### src/rtl/ps2_seq_pkg.sv
// Shared types and PS/2 response byte constants for the host command sequencer.
package ps2_seq_pkg;

  typedef enum logic [2:0] {
    StIdle,
    StTx,
    StTxWait,
    StAckWait,
    StDone
  } state_e;

  typedef enum logic [1:0] {
    STAT_OK         = 2'd0,
    STAT_DEV_ERR    = 2'd1,
    STAT_RESEND_EXH = 2'd2,
    STAT_TIMEOUT    = 2'd3
  } status_e;

  typedef enum logic {
    PhCmd,
    PhArg
  } phase_e;

  localparam logic [7:0] PS2_ACK    = 8'hFA;
  localparam logic [7:0] PS2_RESEND = 8'hFE;
  localparam logic [7:0] PS2_ERROR  = 8'hFC;

endpackage

### src/rtl/ps2_timeout_timer.sv
// Response timeout counter: synchronous clear and enable, terminal count at TIMEOUT_CYCLES-1.
module ps2_timeout_timer #(
  parameter int unsigned TIMEOUT_CYCLES = 1000000,
  parameter int unsigned TW             = 20
) (
  input  logic CLOCK_50,
  input  logic reset,
  input  logic clr,
  input  logic en,
  output logic tc
);

  logic [TW-1:0] count_q, count_d;

  always_comb begin
    count_d = count_q;
    if (clr) begin
      count_d = '0;
    end else if (en) begin
      count_d = count_q + TW'(1);
    end
  end

  always_ff @(posedge CLOCK_50 or posedge reset) begin
    if (reset) begin
      count_q <= '0;
    end else begin
      count_q <= count_d;
    end
  end

  assign tc = (count_q == TW'(TIMEOUT_CYCLES - 1));

endmodule

### src/rtl/ps2_cmd_sequencer.sv
// PS/2 host command sequencer: sends a command byte plus optional argument, handles
// ACK/RESEND/ERROR with bounded retries and a response timeout, forwards scan codes.
module ps2_cmd_sequencer
  import ps2_seq_pkg::*;
#(
  parameter int unsigned MAX_RETRY      = 3,
  parameter int unsigned TIMEOUT_CYCLES = 1000000,
  parameter int unsigned TW             = 20
) (
  input  logic       CLOCK_50,
  input  logic       reset,
  input  logic       cmd_valid,
  output logic       cmd_ready,
  input  logic [7:0] cmd_byte,
  input  logic       cmd_has_arg,
  input  logic [7:0] arg_byte,
  output logic       done,
  output logic [1:0] status,
  output logic [7:0] tx_data,
  output logic       tx_send,
  input  logic       tx_done,
  input  logic       tx_error,
  input  logic [7:0] rx_data,
  input  logic       rx_valid,
  output logic [7:0] scan_data,
  output logic       scan_valid
);

  localparam int unsigned RW = (MAX_RETRY > 0) ? $clog2(MAX_RETRY + 1) : 1;

  state_e        state_q, state_d;
  phase_e        phase_q, phase_d;
  status_e       status_q, status_d;
  logic [RW-1:0] retry_q, retry_d;
  logic [7:0]    cmd_q, cmd_d, arg_q, arg_d, scan_data_q, scan_data_d;
  logic          has_arg_q, has_arg_d, scan_valid_q, scan_valid_d;
  logic          timer_clr, timer_en, timer_tc, retry_req;

  ps2_timeout_timer #(
    .TIMEOUT_CYCLES(TIMEOUT_CYCLES),
    .TW            (TW)
  ) u_timer (
    .CLOCK_50(CLOCK_50),
    .reset   (reset),
    .clr     (timer_clr),
    .en      (timer_en),
    .tc      (timer_tc)
  );

  always_comb begin
    state_d      = state_q;
    phase_d      = phase_q;
    status_d     = status_q;
    retry_d      = retry_q;
    cmd_d        = cmd_q;
    arg_d        = arg_q;
    has_arg_d    = has_arg_q;
    scan_valid_d = 1'b0;
    scan_data_d  = scan_data_q;
    timer_clr    = 1'b0;
    timer_en     = 1'b0;
    retry_req    = 1'b0;

    unique case (state_q)
      StIdle: begin
        // In IDLE every received byte is a scan code, even ACK/RESEND/ERROR values.
        if (rx_valid) begin
          scan_valid_d = 1'b1;
          scan_data_d  = rx_data;
        end
        if (cmd_valid) begin
          cmd_d     = cmd_byte;
          arg_d     = arg_byte;
          has_arg_d = cmd_has_arg;
          phase_d   = PhCmd;
          retry_d   = '0;
          state_d   = StTx;
        end
      end
      StTx: state_d = StTxWait;
      StTxWait: begin
        if (tx_error) begin
          retry_req = 1'b1;
        end else if (tx_done) begin
          timer_clr = 1'b1;
          state_d   = StAckWait;
        end
      end
      StAckWait: begin
        timer_en = 1'b1;
        // A received byte takes priority over the timeout terminal count.
        if (rx_valid) begin
          case (rx_data)
            PS2_ACK: begin
              if (phase_q == PhCmd && has_arg_q) begin
                phase_d = PhArg;
                retry_d = '0;
                state_d = StTx;
              end else begin
                status_d = STAT_OK;
                state_d  = StDone;
              end
            end
            PS2_RESEND: retry_req = 1'b1;
            PS2_ERROR: begin
              status_d = STAT_DEV_ERR;
              state_d  = StDone;
            end
            default: begin
              scan_valid_d = 1'b1;
              scan_data_d  = rx_data;
            end
          endcase
        end else if (timer_tc) begin
          status_d = STAT_TIMEOUT;
          state_d  = StDone;
        end
      end
      StDone:  state_d = StIdle;
      default: state_d = StIdle;
    endcase

    if (retry_req) begin
      if (retry_q < RW'(MAX_RETRY)) begin
        retry_d = retry_q + RW'(1);
        state_d = StTx;
      end else begin
        status_d = STAT_RESEND_EXH;
        state_d  = StDone;
      end
    end
  end

  always_ff @(posedge CLOCK_50 or posedge reset) begin
    if (reset) begin
      state_q      <= StIdle;
      phase_q      <= PhCmd;
      status_q     <= STAT_OK;
      retry_q      <= '0;
      cmd_q        <= 8'h00;
      arg_q        <= 8'h00;
      has_arg_q    <= 1'b0;
      scan_valid_q <= 1'b0;
      scan_data_q  <= 8'h00;
    end else begin
      state_q      <= state_d;
      phase_q      <= phase_d;
      status_q     <= status_d;
      retry_q      <= retry_d;
      cmd_q        <= cmd_d;
      arg_q        <= arg_d;
      has_arg_q    <= has_arg_d;
      scan_valid_q <= scan_valid_d;
      scan_data_q  <= scan_data_d;
    end
  end

  assign cmd_ready  = (state_q == StIdle);
  assign tx_send    = (state_q == StTx);
  assign tx_data    = (phase_q == PhArg) ? arg_q : cmd_q;
  assign done       = (state_q == StDone);
  assign status     = status_q;
  assign scan_valid = scan_valid_q;
  assign scan_data  = scan_data_q;

endmodule

### config.mk
export PLATFORM = sky130hd
export DESIGN_NAME = ps2_cmd_sequencer
export DESIGN_NICKNAME = d
export VERILOG_FILES = /design/src/rtl/ps2_seq_pkg.sv /design/src/rtl/ps2_timeout_timer.sv /design/src/rtl/ps2_cmd_sequencer.sv
export SDC_FILE = /design/constraint.sdc
export NUM_CORES = 1
export LEC_CHECK = 0
export CAP_MARGIN = 15
export CORE_MARGIN = 2
export CORE_UTILIZATION = 55
export CTS_CLUSTER_SIZE = 20
export DETAILED_ROUTE_END_ITERATION = 10
export GPL_TIMING_DRIVEN = 0
export PLACE_DENSITY = 0.84
export SLEW_MARGIN = 20
export SYNTH_ARGS = -nofsm -noshare
export SYNTH_HDL_FRONTEND = slang
export SYNTH_HIERARCHICAL = 1
export SYNTH_SLANG_ARGS = --single-unit
### constraint.sdc
create_clock -name CLOCK_50 -period 3.4 [get_ports CLOCK_50]
set_input_delay 0.68 -clock CLOCK_50 [delete_from_list [all_inputs] [get_ports CLOCK_50]]
set_output_delay 0.68 -clock CLOCK_50 [all_outputs]
set_load 0.01 [all_outputs]
==> out/results.ini <==
[run_status]
status=finished clean

[power]
internal_power_mw=1.68
power_frac_seq_pct=40.8
peakVddDrop_mv=0.474
p_comb_share_pct=42.9
p_clk_share_pct=16.3
finalPower_mw=2.52
power_per_cell_area_nw_per_um2=721
p_sw_share_pct=33.5
switching_power_mw=0.847
p_leak_nw=1.47

[cells_and_area]
final_layout_size_suffix_gt1_share_pct=19.2
fin_cells=384
final_util_pct=72.7
area_growth_pct=25.6
final_area_um2=3500
multi_input_area_um2=1350
final_net_count=349
diodes=0
num-fill-cells=366
seqCellArea_um2=1350

[place]
hpwl_um=4160
io_buffers=52
dp.cells=376
pre_cts_ws_ps=749
gp_congestion=0.838
place_area_um2=3390

[synthesis]
synth_common_cells=dfrtp_1 (54), mux2_2 (33), nor2_1 (18)
yosysSeqAreaShare_pct=48.5
syn_area_per_cell_um2=10.8
synthDistinctLibCells=53
synth_top_area_cell=dfrtp_1
yosysMostFrequentCell=dfrtp_1
synthTopCellsByArea=dfrtp_1 (48%), mux2_2 (13%), a21oi_1 (2.9%)
synth_ff_type=dfrtp_1
synth-seq-cells=54
syn-num-nets=290
netlist_instances=257
synth_top_area_share_pct=48.5
synthArstFlopShare_pct=100
synth_edf_count=0
ys_warn_count=6
post_synth_instance_area_um2=2790

[global_route]
grt_max_degree=35
grt_pass1_vias=2108
antenna_found_initial=0
grt_overflow=0
grt_use_total_pct=23.5
grt_pass1_wl_um=9940

[detailed_routing]
drc_errors=0
post_drt_wl_per_cell_um=15.2
final_antenna_net_count=0
viasPerCell=5.67
first_iter_violations=145
drt-pass1-iter-count=4
wl_um=5850
vias=2177

[floorplanning]
io-pin-count=53
fp.dieW_um=75.2
fp.dieH_um=75.2
core_area_um2=4820
die-area_um2=5650
rows=25
start_util_pct=57.8

[clock_tree]
insertion_delay_ps=310
postCtsSetupRepairBufs=0
cts.sinks=54
cts_hold_buf=0
cts_tree=yes
h-tree-depth=2
cts-buffers-inserted=5
post_cts_resized=0
cts.reportedPaths.clkPinSlew_ps=100
clock-root-buffer=clkbuf_8
clockBufferDepth=2

[sta]
layout_min_cycle_time_ps=2660
fin_skew_ps=12.7
tightest_slew_ps=745
hold_violations=0
fin_tns_setup_ps=0
setup_ws_ps=738
hold_ws_ps=507
slew_headroom_pct=50.3
setup_viol=0
max_freq_mhz=376
rsz0062_at_grt=no
drv_slew=0
finalCritPeriodShare_pct=78.3

[worst_setup_path]
critPathLaunchType=flip-flop
path_class=flip-flop to output port
crit_path_max_fanout=10
slowest_delay_ps=490
reg2reg_from=u_timer/count_q[7]
reg2reg_depth=8
crit_arrival_ps=1980
cp_cell_sequence=clkbuf_1, mux2_2, clkdlybuf4s50_1
critPathCaptureType=output port
crit_required_ps=2720
r2r_end=state_q[0]
crit_path_top_delay_cell=clkdlybuf4s50_1
endpoint=tx_data[6]
crit_start=phase_q
r2r_slack_ps=760

[min_path]
min-delay-start=arg_q[0]
hp-class=flip-flop to flip-flop

[flow_run]
maxCapViolCount=0

## power by group through the flow
stage	Clock [mW]	Sequential (mW)	Combinational, mW
2_1_floorplan	0	1.03	0.670
3_3_place_gp	0	1.02	1.06
3_5_place_dp	0	1.03	1.08
4_1_cts	0.420	1.03	1.09
5_1_grt	0.443	1.06	1.19
6_report	0.412	1.03	1.08
## kinds of logic (layout without fill, tap and decap cells)
kind of cell               Yosys count  after routing  share of synthesized area, %
AOI/OAI and AO/OA                   41             41                          9.21
adders and majority gates            2              2                         0.898
DFF                                 54             54                          48.5
buffers and inverters               19             79                          3.05
xor gates and xnor gates            12             12                          3.77
muxes                               37             37                          14.8
and+or+nand+nor                     92             92                          19.8
## registers in the layout, summed over array words and instances (netlist names)
signal and flops:
cmd_q 8, has_arg_q 1, scan_data 8, state_q 3
retry_q 2, u_timer/count_q 20, scan_valid 1, arg_q 8
phase_q 1, status 2
## how the worst min path moves through the flow
stage	to	slack, ps	cells past startpoint
floorplan	retry_q[0]	450	1
CTS	arg_q[0]	510	1
global route	arg_q[7]	530	1
detailed placement	arg_q[0]	490	1
finish	arg_q[0]	510	1
global placement	retry_q[0]	480	1
## routing by layer
metal  share of wire (%)  vias to the layer above  global-route usage [%]
met5                   0                        -                       0
met4                 1.2                        0                    7.60
met3                 6.1                        5                    6.96
met2                  47                       56                    36.0
met1                  45                     1063                    32.3
li1                    -                     1053                       -
## worst max-delay path, delay by kind of cell, from the launching register on
family | cells | cell delay [ps]
muxes | 1 | 410
buffers and inverters | 2 | 930
DFF | 1 | 330
## placed cells by master, fill, tap and decap left out, drive strengths merged, types with 3 or more instances in the layout
master,instances
dfrtp,54
clkdlybuf4s50,52
mux2,33
nor2,18
a21oi,16
nand2,15
clkbuf,14
nand3,12
o21ai,11
inv,7
or3,7
xnor2,6
xor2,6
buf,6
nor3,5
or4,5
mux2i,4
nor4,4
and3,4
nand4,4
nand2b,3
nor2b,3
o31ai,3
## layout make-up
| class | instances | area share (%) |
|---|---|---|
| Buffer | 12 | 1.68 |
| Inverter | 7 | 0.751 |
| Sequential cell | 54 | 38.6 |
| Tap cell | 67 | 2.39 |
| Timing Repair Buffer | 52 | 14.9 |
| Clock buffer | 8 | 3.15 |
| Multi-Input combinational cell | 184 | 38.6 |
Power figures use the tool's default switching activity.
